===== src/rtl/sejf_pkg.sv =====
// Shared types and helpers for the sejf quadrature encoder path.
// Holds the encoder FSM states, direction codes and quadrature phase mapping.
package sejf_pkg;

  localparam int unsigned PHASE_W = 2;

  localparam logic DIR_UP   = 1'b1;
  localparam logic DIR_DOWN = 1'b0;

  typedef enum logic [1:0] {
    ST_IDLE  = 2'd0,
    ST_START = 2'd1,
    ST_HOLD  = 2'd2
  } enc_state_e;

  // Gray-style phase index to {a,b}; consecutive indices differ in one bit.
  function automatic logic [1:0] phase_ab(input logic [PHASE_W-1:0] p);
    logic [1:0] ab;
    case (p)
      2'd0:    ab = 2'b00;
      2'd1:    ab = 2'b10;
      2'd2:    ab = 2'b11;
      default: ab = 2'b01;
    endcase
    return ab;
  endfunction

  function automatic logic [PHASE_W-1:0] phase_step(input logic [PHASE_W-1:0] p,
                                                    input logic dir);
    return (dir == DIR_DOWN) ? p - PHASE_W'(1) : p + PHASE_W'(1);
  endfunction

endpackage


===== src/rtl/quad_knob_encoder_if.sv =====
// Command and quadrature-output bundle of the quadrature encoder.
interface quad_knob_encoder_if;
  logic step;
  logic up;
  logic ready;
  logic a;
  logic b;
  logic busy;
  logic dirch;
  logic done;

  modport master (output step, output up,
                  input ready, input a, input b, input busy, input dirch, input done);

  modport slave  (input step, input up,
                  output ready, output a, output b, output busy, output dirch, output done);
endinterface


===== src/rtl/dir_fifo.sv =====
// Shift-register FIFO of 1-bit direction entries; head is always entry 0.
module dir_fifo #(
  parameter  int unsigned DEPTH = 3,
  localparam int unsigned CW    = $clog2(DEPTH + 1)
) (
  input  logic          clk,
  input  logic          rst,
  input  logic          push,
  input  logic          din,
  input  logic          pop,
  output logic          head,
  output logic [CW-1:0] count,
  output logic          empty,
  output logic          full
);
  logic [DEPTH-1:0] mem, mem_n;
  logic [CW-1:0]    count_n;
  logic [CW-1:0]    wr_idx;
  logic             do_push, do_pop;

  assign head = mem[0];

  // A simultaneous pop shifts first, so the write lands one slot lower.
  always_comb begin
    do_push = push && !full;
    do_pop  = pop && !empty;
    mem_n   = mem;
    if (do_pop) begin
      mem_n = mem >> 1;
    end
    wr_idx = do_pop ? count - CW'(1) : count;
    if (do_push) begin
      for (int unsigned i = 0; i < DEPTH; i++) begin
        if (CW'(i) == wr_idx) begin
          mem_n[i] = din;
        end
      end
    end
    count_n = count + CW'(do_push) - CW'(do_pop);
  end

  always_ff @(posedge clk) begin
    if (rst) begin
      mem   <= '0;
      count <= '0;
      empty <= 1'b1;
      full  <= 1'b0;
    end else begin
      mem   <= mem_n;
      count <= count_n;
      empty <= (count_n == '0);
      full  <= (count_n == CW'(DEPTH));
    end
  end

endmodule


===== src/rtl/quad_knob_encoder.sv =====
// Quadrature emulator: turns queued single-detent step commands into the
// A/B phase sequence a mechanical rotary control would produce.
module quad_knob_encoder
  import sejf_pkg::*;
#(
  parameter int unsigned DWELL  = 4,
  parameter int unsigned EDGES  = 4,
  parameter int unsigned QDEPTH = 3
) (
  input logic                clk,
  input logic                rst,
  quad_knob_encoder_if.slave kif
);
  localparam int unsigned DW = (DWELL > 1) ? $clog2(DWELL) : 1;
  localparam int unsigned EW = $clog2(EDGES + 1);
  localparam int unsigned CW = $clog2(QDEPTH + 1);

  enc_state_e         state, state_n;
  logic [PHASE_W-1:0] p, p_n;
  logic               cur_dir, cur_dir_n;
  logic               last_dir, last_dir_n;
  logic [DW-1:0]      dwell, dwell_n;
  logic [EW-1:0]      edge_cnt, edge_cnt_n;
  logic               dirch_n, done_n;
  logic               a_q, b_q, busy_q, dirch_q, done_q;

  logic               pop_c;
  logic               fifo_head, fifo_empty, fifo_full;
  logic [CW-1:0]      fifo_count;

  dir_fifo #(.DEPTH(QDEPTH)) u_fifo (
    .clk   (clk),
    .rst   (rst),
    .push  (kif.step),
    .din   (kif.up),
    .pop   (pop_c),
    .head  (fifo_head),
    .count (fifo_count),
    .empty (fifo_empty),
    .full  (fifo_full)
  );

  assign kif.ready = !fifo_full;
  assign kif.a     = a_q;
  assign kif.b     = b_q;
  assign kif.busy  = busy_q;
  assign kif.dirch = dirch_q;
  assign kif.done  = done_q;

  // Next-state logic; the final dwell of a detent may pop the next command directly.
  always_comb begin
    state_n    = state;
    p_n        = p;
    cur_dir_n  = cur_dir;
    last_dir_n = last_dir;
    dwell_n    = dwell;
    edge_cnt_n = edge_cnt;
    dirch_n    = 1'b0;
    done_n     = 1'b0;
    pop_c      = 1'b0;

    unique case (state)
      ST_IDLE: begin
        if (!fifo_empty) begin
          pop_c     = 1'b1;
          cur_dir_n = fifo_head;
          state_n   = ST_START;
        end
      end

      ST_START: begin
        p_n        = phase_step(p, cur_dir);
        dirch_n    = (cur_dir != last_dir);
        last_dir_n = cur_dir;
        dwell_n    = DW'(DWELL - 1);
        edge_cnt_n = EW'(1);
        state_n    = ST_HOLD;
      end

      ST_HOLD: begin
        if (dwell != '0) begin
          dwell_n = dwell - DW'(1);
        end else if (edge_cnt < EW'(EDGES)) begin
          p_n        = phase_step(p, cur_dir);
          dwell_n    = DW'(DWELL - 1);
          edge_cnt_n = edge_cnt + EW'(1);
        end else begin
          done_n = 1'b1;
          if (!fifo_empty) begin
            pop_c     = 1'b1;
            cur_dir_n = fifo_head;
            state_n   = ST_START;
          end else begin
            state_n = ST_IDLE;
          end
        end
      end

      default: state_n = ST_IDLE;
    endcase
  end

  always_ff @(posedge clk) begin
    if (rst) begin
      state    <= ST_IDLE;
      p        <= '0;
      cur_dir  <= DIR_UP;
      last_dir <= DIR_UP;
      dwell    <= '0;
      edge_cnt <= '0;
      a_q      <= 1'b0;
      b_q      <= 1'b0;
      busy_q   <= 1'b0;
      dirch_q  <= 1'b0;
      done_q   <= 1'b0;
    end else begin
      state      <= state_n;
      p          <= p_n;
      cur_dir    <= cur_dir_n;
      last_dir   <= last_dir_n;
      dwell      <= dwell_n;
      edge_cnt   <= edge_cnt_n;
      {a_q, b_q} <= phase_ab(p_n);
      busy_q     <= (state_n != ST_IDLE);
      dirch_q    <= dirch_n;
      done_q     <= done_n;
    end
  end

  count_bound: assert property (@(posedge clk) disable iff (rst) fifo_count <= CW'(QDEPTH));

endmodule

===== src/flat_wrapper.sv =====
// flat-port wrapper written by rule: the top's interface ports become plain ports
module quad_knob_encoder_flat import sejf_pkg::*;
#(
  parameter int unsigned DWELL  = 4,
  parameter int unsigned EDGES  = 4,
  parameter int unsigned QDEPTH = 3
)
  (clk, rst, kif_step, kif_up, kif_ready, kif_a, kif_b, kif_busy, kif_dirch, kif_done);
  quad_knob_encoder_if kif_i ();
  input logic clk;
  input logic rst;
  input wire logic [$bits(kif_i.step)-1:0] kif_step;
  input wire logic [$bits(kif_i.up)-1:0] kif_up;
  output wire logic [$bits(kif_i.ready)-1:0] kif_ready;
  output wire logic [$bits(kif_i.a)-1:0] kif_a;
  output wire logic [$bits(kif_i.b)-1:0] kif_b;
  output wire logic [$bits(kif_i.busy)-1:0] kif_busy;
  output wire logic [$bits(kif_i.dirch)-1:0] kif_dirch;
  output wire logic [$bits(kif_i.done)-1:0] kif_done;
  assign kif_i.step = kif_step;
  assign kif_i.up = kif_up;
  assign kif_ready = kif_i.ready;
  assign kif_a = kif_i.a;
  assign kif_b = kif_i.b;
  assign kif_busy = kif_i.busy;
  assign kif_dirch = kif_i.dirch;
  assign kif_done = kif_i.done;
  quad_knob_encoder #(.DWELL(DWELL), .EDGES(EDGES), .QDEPTH(QDEPTH)) u_core (.clk(clk), .rst(rst), .kif(kif_i));
endmodule

===== config.mk =====
export PLATFORM = sky130hd
export DESIGN_NAME = quad_knob_encoder_flat
export DESIGN_NICKNAME = d
export VERILOG_FILES = /design/src/rtl/sejf_pkg.sv /design/src/rtl/quad_knob_encoder_if.sv /design/src/rtl/dir_fifo.sv /design/src/rtl/quad_knob_encoder.sv /design/src/flat_wrapper.sv
export SDC_FILE = /design/constraint.sdc
export NUM_CORES = 1
export LEC_CHECK = 0
export CAP_MARGIN = 10
export CORE_UTILIZATION = 48
export CTS_CLUSTER_DIAMETER = 100
export DETAILED_ROUTE_END_ITERATION = 16
export PLACE_DENSITY = 0.69
export SLEW_MARGIN = 20
export SYNTH_ARGS = -nofsm -noshare
export SYNTH_HDL_FRONTEND = slang
export SYNTH_HIERARCHICAL = 1
export SYNTH_SLANG_ARGS = --single-unit

===== constraint.sdc =====
create_clock -name clk -period 3.29 [get_ports clk]
set_clock_uncertainty 0.05 [all_clocks]
set_input_delay 0.658 -clock clk [delete_from_list [all_inputs] [get_ports clk]]
set_output_delay 0.658 -clock clk [all_outputs]
set_load 0.02 [all_outputs]

==> results of run 1 <==
## through the flow
stage                     utilization (%)  area [um2]
after floorplan                         -        1197
final                               58.05        1321
after global routing                58.05        1321
after detailed placement            56.84        1294
after CTS                           58.05        1321
after global placement              56.84        1294
## layout by cell type (no fill, tap or decap), types with 2 or more instances in the layout
cell type | netlist | layout
mux2i_1 | 4 | 4
nand2b_1 | 2 | 2
inv_1 | 11 | 11
dfxtp_1 | 23 | 23
xnor2_1 | 4 | 4
nand2_1 | 2 | 2
nor2b_1 | 4 | 4
a211oi_1 | 2 | 2
clkbuf_4 | 0 | 3
clkdlybuf4s50_1 | 0 | 9
a21oi_1 | 6 | 6
a21o_1 | 3 | 3
a211o_1 | 2 | 2
o21ai_0 | 4 | 4
a22oi_1 | 2 | 2
a31oi_1 | 2 | 2
and2_1 | 2 | 2
nor3_1 | 3 | 3
nor2_1 | 14 | 14
ha_1 | 9 | 9
nand3_1 | 4 | 4
nand3b_1 | 2 | 2
## area by class of cell
type / count / area, um2
Inverter: 11 / 41.29
Clock inverter: 1 / 5.005
Clock buffer: 3 / 22.52
Multi-Input combinational cell: 88 / 666.9
Timing Repair Buffer: 9 / 90.09
Tap cell: 28 / 35.03
Fill cell: 206 / 954.7
Sequential cell: 23 / 460.4
## worst paths after layout
check | start | end | slack, ns | depth (start not counted)
setup / recovery | u_core/state[0]$_SDFF_PP0_ | u_core/u_fifo/empty$_SDFF_PP1_ | 0.63 | 10
hold / removal | u_core/edge_cnt[0]$_SDFFE_PP0P_ | u_core/edge_cnt[0]$_SDFFE_PP0P_ | 0.43 | 1
setup reg to reg | u_core/state[0]$_SDFF_PP0_ | u_core/u_fifo/empty$_SDFF_PP1_ | 0.63 | 10
hold reg to reg | u_core/edge_cnt[0]$_SDFFE_PP0P_ | u_core/edge_cnt[0]$_SDFFE_PP0P_ | 0.43 | 1
## registers in the layout (all words and copies together) (netlist names)
name / flops
u_core/kif.b: 1
u_core/kif.a: 1
u_core/p: 2
u_core/kif.dirch: 1
u_core/u_fifo/empty: 1
u_core/state: 2
u_core/dwell: 2
u_core/kif.done: 1
u_core/kif.busy: 1
u_core/last_dir: 1
u_core/u_fifo/mem: 3
u_core/edge_cnt: 3
u_core/u_fifo/count: 2
u_core/cur_dir: 1
u_core/u_fifo/full: 1
## critical path, cell delays in order, from the launching register on
cell	delay, ns
dfxtp_1	0.36
inv_1	0.11
ha_1	0.48
nand3_1	0.21
a21oi_1	0.29
nand2b_4	0.16
xnor2_1	0.23
ha_1	0.20
xor2_1	0.17
xnor2_1	0.12
a21o_1	0.19
## metal layers
metal	global-route usage (%)	up-vias	wire length (um)
li1	-	443	-
met1	20.61	410	985
met2	30.98	8	926
met3	3.509	4	43
met4	8.108	0	29
met5	0	-	0
## power groups by stage
stage | Combinational, uW | Clock [uW] | Sequential [uW]
CTS | 642 | 138 | 441
detailed placement | 638 | 0 | 447
global placement | 616 | 0 | 446
global route | 713 | 150 | 455
finish | 636 | 130 | 441
floorplan | 516 | 0 | 448
## cell families (layout without fill, tap and decap cells)
kind of cell | Yosys count | count (layout) | synth area share [%]
AND/OR/NAND/NOR | 41 | 41 | 20.06
AO/OA/AOI/OAI | 27 | 27 | 16.62
flip-flops | 23 | 23 | 38.45
buffers and inverters | 14 | 24 | 5.851
adder cells (fa/ha/maj) | 9 | 9 | 9.405
XOR/XNOR | 6 | 6 | 5.016
multiplexers | 5 | 5 | 4.597
==> flow_metrics.py, run 1 <==
metrics = {
    "clocking": {
        "numCtsBuffers": 3,
        "cts.sinks": 23,
        "clkTransAtPathRegs_ns": 0.12,
        "htreeDepth": 1,
        "cts_resized": 0,
        "cts_tree": "built",
        "cts_root_buffer": "clkbuf_4",
        "postCtsHoldBufs": 0,
        "cts.path.max_buffers": 2,
        "clock_latency_ns": 0.31,
        "post_cts_buffers": 0,
    },
    "synthesis": {
        "synth_top_area_share_pct": 38.45,
        "synth_fp_nets": 138,
        "synth_warnings": 6,
        "synth_area_per_cell_um2": 9.579,
        "yosysMostFrequentCell": "dfxtp_1",
        "netlist_instances": 125,
        "ys.flop_type": "dfxtp_1",
        "yosysSeqAreaShare_pct": 38.45,
        "ys_top_cells_by_area": "dfxtp_1, ha_1, nor2_1, inv_1, mux2i_1",
        "async_flop_share_pct": 0,
        "yosysTopAreaCell": "dfxtp_1",
        "synth_edf_count": 0,
        "syn_area_um2": 1197,
        "synth.distinct_cells": 40,
        "ys_seq_elements": 23,
        "synth_common_cells": "dfxtp_1, nor2_1, inv_1, ha_1, a21oi_1",
    },
    "placement": {
        "place_inst": 159,
        "gp_congestion": 0.7789,
        "hpwl_um": 1465,
        "io_buffer_count": 9,
        "pre_cts_slack_ns": 0.6447,
    },
    "power_and_ir_drop": {
        "p_clk_share_pct": 10.8,
        "combPwrFrac_pct": 52.7,
        "power.density_nw_per_um2": 912.9,
        "seqPwrFrac_pct": 36.5,
        "p_int_uw": 713.3,
        "ir_drop_v": 0.0005405,
        "swShare_pct": 40.86,
        "p_leak_uw": 0.0005555,
        "total_power_uw": 1206,
        "switchingPower_uw": 492.9,
    },
    "finish": {
        "fin_cells": 163,
        "fin_nets": 149,
        "drive_gt1_share_pct": 10.37,
        "diodes": 0,
        "syn2layout_area_growth_pct": 10.35,
    },
    "global_route": {
        "antenna_found_initial": 0,
        "grt_pass1_wl_um": 3477,
        "grt_max_degree": 24,
        "grt_remaining_overflow": 0,
        "grt_pass1_vias": 818,
        "track_usage_pct": 17.77,
    },
    "worst_hold_path": {
        "hold_class": "flop to flop",
    },
    "drt": {
        "final_antenna_net_count": 0,
        "viasPerCell": 5.307,
        "first_iter_violations": 19,
        "wire_per_inst_um": 12.18,
        "first_pass_iters": 4,
        "drcViolationCount": 0,
        "routed_wl_um": 1985,
        "vias": 865,
    },
    "timing": {
        "worst_slew_pin_slew_ns": 0.8115,
        "setup-tns-final_ns": 0,
        "maxSlewViolCount": 0,
        "setup_slack_ns": 0.6275,
        "setup_viol": 0,
        "rsz0062_at_grt": "false",
        "timing.final.crit_share_pct": 80.93,
        "relSlewSlack_pct": 45.73,
        "holdWs_ns": 0.4319,
        "hold_violations": 0,
        "max_freq_mhz": 375.6,
        "finalCriticalPeriod_ns": 2.662,
    },
    "floorplanning": {
        "initial_utilization_pct": 52.61,
        "dieArea_um2": 2698,
        "io_pins": 10,
        "rows": 17,
        "dieWidth_um": 51.95,
        "core_area_um2": 2276,
        "fp.dieH_um": 51.95,
    },
    "worst_setup_path": {
        "critPathKind": "flop to flop",
        "cp_max_fo": 14,
        "start_kind": "flop",
        "arrival_ns": 2.83,
        "crit_required_ns": 3.46,
        "endpoint_kind": "flop",
    },
    "status": {
        "status": "finished, final reports clean",
    },
    "run": {
        "max_cap_violations": 0,
    },
}
No activity file was read; power rests on OpenSTA's default activity.
==> inputs of run 2 (changes only) <==
==> constraint.sdc (replaced) <==
create_clock -name clk -period 2.6 [get_ports clk]
set_clock_uncertainty 0.05 [all_clocks]
set_input_delay 0.52 -clock clk [delete_from_list [all_inputs] [get_ports clk]]
set_output_delay 0.52 -clock clk [all_outputs]
set_load 0.02 [all_outputs]
==> flow_metrics.py, run 2 (synthesis results as in run 1) <==
metrics = {
    "worst_setup_path": {
        "critPathKind": "flop to flop",
        "arrival_ns": 2.40,
        "crit_required_ns": 2.76,
        "crit_path_end": "u_core/u_fifo/empty$_SDFF_PP1_",
        "start_kind": "flop",
        "worstSetupStartpoint": "u_core/dwell[0]$_SDFFE_PP0P_",
        "rr_worst_depth": 10,
        "r2r_end": "u_core/u_fifo/empty$_SDFF_PP1_",
        "cpMaxStageDelayCell": "dfxtp_1",
        "r2r_setup_slack_ns": 0.36,
        "slowest_delay_ns": 0.34,
        "worstPathCellList": "inv_1 > ha_1 > nand3_1 > a21oi_1 > nand2b_4 > xnor2_1 > ha_1 > xor2_1 > xnor2_1 > a21o_1",
        "cp_max_fo": 9,
        "crit_buf_inv": 1,
        "path_depth": 10,
        "crit_family": "XOR/XNOR gates",
        "reg2reg_from": "u_core/dwell[0]$_SDFFE_PP0P_",
        "endpoint_kind": "flop",
    },
    "floorplanning": {
        "initial_utilization_pct": 52.61,
        "core_area_um2": 2276,
        "io_pins": 10,
        "dieArea_um2": 2698,
        "dieWidth_um": 51.95,
        "fp.dieH_um": 51.95,
        "rows": 17,
    },
    "finish": {
        "regArea_um2": 460.4,
        "fin_nets": 151,
        "diodes": 0,
        "multi_input_area_um2": 666.9,
        "syn2layout_area_growth_pct": 11.60,
        "mostFrequentLayoutCell": "dfxtp_1",
        "final_cell_mix": "dfxtp_1, nor2_1, inv_1",
        "drive_gt1_share_pct": 11.68,
        "reg.largest.list": "u_core/edge_cnt (3), u_core/u_fifo/mem (3)",
        "fillerInstances": 201,
    },
    "timing": {
        "setup_slack_ns": 0.3564,
        "relSlewSlack_pct": 57.25,
        "timing.final.crit_share_pct": 86.29,
        "setup_viol": 0,
        "holdWs_ns": 0.4323,
        "hold_violations": 0,
        "rsz0062_at_grt": "false",
        "setup-tns-final_ns": 0,
        "worst_slew_pin_slew_ns": 0.6392,
        "maxSlewViolCount": 0,
        "max_freq_mhz": 445.7,
        "finalCriticalPeriod_ns": 2.244,
    },
    "global_route": {
        "grt_remaining_overflow": 0,
        "top_usage_layer": "met2",
        "track_usage_pct": 15.92,
        "met3_usage_pct": 3.509,
        "met1_usage_pct": 19.14,
        "antenna_found_initial": 0,
        "grt_max_degree": 20,
        "grt_pass1_wl_um": 3153,
        "grt_use_met2_pct": 26.92,
        "grt_pass1_vias": 770,
    },
    "placement": {
        "hpwl_um": 1458,
        "io_buffer_count": 9,
        "pre_cts_slack_ns": 0.3769,
        "gp_congestion": 0.7919,
    },
    "clocking": {
        "numCtsBuffers": 3,
        "post_cts_buffers": 0,
        "cts.path.max_buffers": 2,
        "clock_latency_ns": 0.31,
        "htreeDepth": 1,
        "cts_root_buffer": "clkbuf_4",
        "clkTransAtPathRegs_ns": 0.12,
        "postCtsHoldBufs": 0,
        "cts.sinks": 23,
        "cts_tree": "built",
        "cts_resized": 0,
    },
    "status": {
        "status": "finished, final reports clean",
    },
    "drt": {
        "vias": 863,
        "routed_wl_um": 1917,
        "drcViolationCount": 0,
        "wire_per_inst_um": 11.62,
        "first_iter_violations": 16,
        "first_pass_iters": 4,
        "final_antenna_net_count": 0,
        "viasPerCell": 5.230,
    },
    "worst_hold_path": {
        "min_from": "u_core/edge_cnt[0]$_SDFFE_PP0P_",
        "hold_class": "flop to flop",
    },
    "power_and_ir_drop": {
        "switchingPower_uw": 616.4,
        "p_clk_share_pct": 10.6,
        "swShare_pct": 40.47,
        "power.density_nw_per_um2": 1140,
        "p_leak_uw": 0.0005657,
        "p_int_uw": 906.7,
        "ir_drop_v": 0.0006669,
        "seqPwrFrac_pct": 36.8,
        "combPwrFrac_pct": 52.6,
    },
    "run": {
        "max_cap_violations": 0,
    },
}
==> run 2: changes by cell type in the layout (fill, tap and decap cells not counted) <==
cell	previous run	this run
buf_4	0	2
==> run 2: power by group through the flow <==
stage	combinational (uW)	clock (uW)	sequential [uW]
after floorplan	653	0	567
final	801	161	561
after CTS	806	172	561
after global placement	782	0	566
after detailed placement	802	0	569
after global routing	893	181	576
==> run 2: worst min-delay path by stage <==
stage / end / slack [ns] / depth (start not counted)
2_1_floorplan: u_core/p[1]$_SDFF_PP0_ / 0.39 / 1
3_3_place_gp: u_core/edge_cnt[0]$_SDFFE_PP0P_ / 0.41 / 1
3_5_place_dp: u_core/p[1]$_SDFF_PP0_ / 0.42 / 1
4_1_cts: u_core/edge_cnt[0]$_SDFFE_PP0P_ / 0.44 / 1
5_1_grt: u_core/edge_cnt[0]$_SDFFE_PP0P_ / 0.46 / 1
6_report: u_core/edge_cnt[0]$_SDFFE_PP0P_ / 0.43 / 1
==> run 2: area by class of cell <==
class,count,share of cell area [%]
Multi-Input combinational cell,88,49.91
Sequential cell,23,34.46
Timing Repair Buffer,11,7.865
Inverter,11,3.090
Tap cell,28,2.622
Clock buffer,3,1.685
Clock inverter,1,0.3745
==> run 2: routing by layer <==
layer  up-vias  share of wire, %
met5         -                 0
met4         0              0.63
met3         2               2.2
met2         8                50
met1       403                47
li1        450                 -
==> run 2: through the flow <==
step	instance area, um2	instances	total power (uW)	util, %
3_5_place_dp	1309	161	1371	57.50
3_3_place_gp	1309	161	1348	57.50
5_1_grt	1336	165	1650	58.71
6_report	1336	165	1523	58.71
2_1_floorplan	1197	125	1221	-
4_1_cts	1336	165	1538	58.71
==> inputs of run 3 (changes only) <==
--- a/config.mk
+++ b/config.mk
@@ -5,11 +5,12 @@
 export SDC_FILE = /design/constraint.sdc
 export NUM_CORES = 1
 export LEC_CHECK = 0
-export CAP_MARGIN = 10
+export CAP_MARGIN = 20
+export CORE_MARGIN = 3
 export CORE_UTILIZATION = 48
 export CTS_CLUSTER_DIAMETER = 100
 export DETAILED_ROUTE_END_ITERATION = 16
-export PLACE_DENSITY = 0.69
+export PLACE_DENSITY = 0.65
 export SLEW_MARGIN = 20
 export SYNTH_ARGS = -nofsm -noshare
 export SYNTH_HDL_FRONTEND = slang
==> flow_metrics.py, run 3 (synthesis results as in run 1) <==
metrics = {
    "finish": {
        "fin_nets": 151,
        "drive_gt1_share_pct": 11.68,
        "syn2layout_area_growth_pct": 11.60,
        "mostFrequentLayoutCell": "dfxtp_1",
        "diodes": 0,
        "fin_area_um2": 1336,
        "reg.largest.list": "u_core/edge_cnt (3), u_core/u_fifo/mem (3)",
        "final_cell_mix": "dfxtp_1, nor2_1, inv_1",
    },
    "power_and_ir_drop": {
        "combPwrFrac_pct": 52.8,
        "ir_drop_v": 0.0006797,
        "total_power_uw": 1527,
        "p_int_uw": 907.1,
        "p_leak_uw": 0.0005657,
        "swShare_pct": 40.61,
        "power.density_nw_per_um2": 1143,
        "p_clk_share_pct": 10.6,
        "seqPwrFrac_pct": 36.6,
        "switchingPower_uw": 620.3,
    },
    "clocking": {
        "numCtsBuffers": 3,
        "clock_latency_ns": 0.31,
        "cts_resized": 0,
        "cts_root_buffer": "clkbuf_4",
        "post_cts_buffers": 0,
        "cts.path.max_buffers": 2,
        "cts_tree": "built",
        "clkTransAtPathRegs_ns": 0.13,
        "cts.sinks": 23,
        "postCtsHoldBufs": 0,
        "htreeDepth": 1,
    },
    "drt": {
        "wire_per_inst_um": 12.19,
        "routed-wl-met3_um": 42,
        "viasPerCell": 5.200,
        "routed_wl_um": 2011,
        "dr.max_layer_used": "met4",
        "first_pass_iters": 4,
        "met1_length_um": 951,
        "final_antenna_net_count": 0,
        "first_iter_violations": 11,
        "drcViolationCount": 0,
        "route.met2.wl_um": 1002,
        "vias": 858,
    },
    "timing": {
        "setup_viol": 0,
        "setup-tns-final_ns": 0,
        "rsz0062_at_grt": "false",
        "maxSlewViolCount": 0,
        "holdWs_ns": 0.4323,
        "worst_slew_pin_slew_ns": 0.4342,
        "relSlewSlack_pct": 70.69,
        "timing.final.crit_share_pct": 87.78,
        "hold_violations": 0,
        "finalCriticalPeriod_ns": 2.282,
        "max_freq_mhz": 438.1,
    },
    "worst_setup_path": {
        "reg2reg_from": "u_core/dwell[0]$_SDFFE_PP0P_",
        "endpoint_kind": "flop",
        "crit_required_ns": 2.82,
        "worstPathCellList": "inv_1 > ha_1 > nand3_1 > a21oi_1 > nand2b_4 > xnor2_1 > ha_1 > xor2_1 > xnor2_1 > a21o_1",
        "cpMaxStageDelayCell": "dfxtp_1",
        "rr_worst_depth": 10,
        "start_kind": "flop",
        "r2r_end": "u_core/u_fifo/empty$_SDFF_PP1_",
        "r2r_setup_slack_ns": 0.32,
        "arrival_ns": 2.50,
        "cp_max_fo": 9,
        "critPathKind": "flop to flop",
        "slowest_delay_ns": 0.34,
    },
    "placement": {
        "hpwl_um": 1580,
        "place_area_um2": 1309,
        "io_buffer_count": 9,
        "gp_congestion": 0.7167,
    },
    "worst_hold_path": {
        "min_from": "u_core/p[1]$_SDFF_PP0_",
        "hold_class": "flop to flop",
        "min_to": "u_core/p[1]$_SDFF_PP0_",
        "hold_path_depth": 1,
    },
    "global_route": {
        "grt_remaining_overflow": 0,
        "grt_pass1_wl_um": 3553,
        "antenna_found_initial": 0,
        "track_usage_pct": 13.91,
        "grt_max_degree": 14,
        "grt_pass1_vias": 871,
    },
    "floorplanning": {
        "dieWidth_um": 55.95,
        "io_pins": 10,
        "dieArea_um2": 3130,
        "core_area_um2": 2297,
        "initial_utilization_pct": 52.12,
        "fp.dieH_um": 55.95,
        "rows": 17,
    },
    "status": {
        "status": "finished, final reports clean",
    },
    "run": {
        "max_cap_violations": 0,
    },
}
[run 3: cell counts in the layout (fill, tap and decap cells not counted)]
No cell type changed its count.
[run 3: final cells by class]
| type | count | area (um2) |
|---|---|---|
| fill | 206 | 960.9 |
| multi-input combinational | 88 | 666.9 |
| sequential | 23 | 460.4 |
| timing repair buffer | 11 | 105.1 |
| inverter | 11 | 41.29 |
| tap | 28 | 35.03 |
| clock buffer | 3 | 22.52 |
| clock inverter | 1 | 5.005 |
[run 3: worst max-delay path by stage]
stage | slack (ns) | startpoint | depth (start not counted) | end
2_1_floorplan | 0.26 | u_core/state[0]$_SDFF_PP0_ | 12 | u_core/u_fifo/empty$_SDFF_PP1_
3_3_place_gp | 0.41 | u_core/state[0]$_SDFF_PP0_ | 8 | u_core/kif.a$_SDFF_PP0_
3_5_place_dp | 0.33 | u_core/dwell[0]$_SDFFE_PP0P_ | 10 | u_core/u_fifo/empty$_SDFF_PP1_
4_1_cts | 0.31 | u_core/dwell[0]$_SDFFE_PP0P_ | 10 | u_core/u_fifo/empty$_SDFF_PP1_
5_1_grt | 0.06 | u_core/dwell[0]$_SDFFE_PP0P_ | 10 | u_core/u_fifo/empty$_SDFF_PP1_
6_report | 0.32 | u_core/dwell[0]$_SDFFE_PP0P_ | 10 | u_core/u_fifo/empty$_SDFF_PP1_
[run 3: critical path: cells and delay by family (launching register included)]
family,cells,cell delay [ns]
XOR/XNOR,3,0.58
flip-flops,1,0.34
AO/OA/AOI/OAI,2,0.45
AND/OR/NAND/NOR,2,0.32
buffers and inverters,1,0.06
adder cells (fa/ha/maj),2,0.45
[run 3: layer usage]
| layer | up-vias | global-route usage [%] |
|---|---|---|
| met2 | 7 | 25.34 |
| met4 | 0 | 3.051 |
| met1 | 401 | 15.93 |
| met5 | - | 0 |
| li1 | 448 | - |
| met3 | 2 | 4.176 |
[run 3: metrics by stage]
step,utilization (%),std cells,setup WS [ns]
after floorplan,-,125,0.2564
after global placement,56.97,161,0.4126
after detailed placement,56.97,161,0.3280
after CTS,58.17,165,0.3063
after global routing,58.17,165,0.06326
final,58.17,165,0.3176
[run 3: power by group through the flow]
stage                     sequential (uW)  combinational [uW]  clock, uW
final                                 559                 806        162
after global routing                  578                 909        179
after CTS                             561                 815        171
after detailed placement              570                 808          0
after global placement                567                 785          0
after floorplan                       567                 653          0
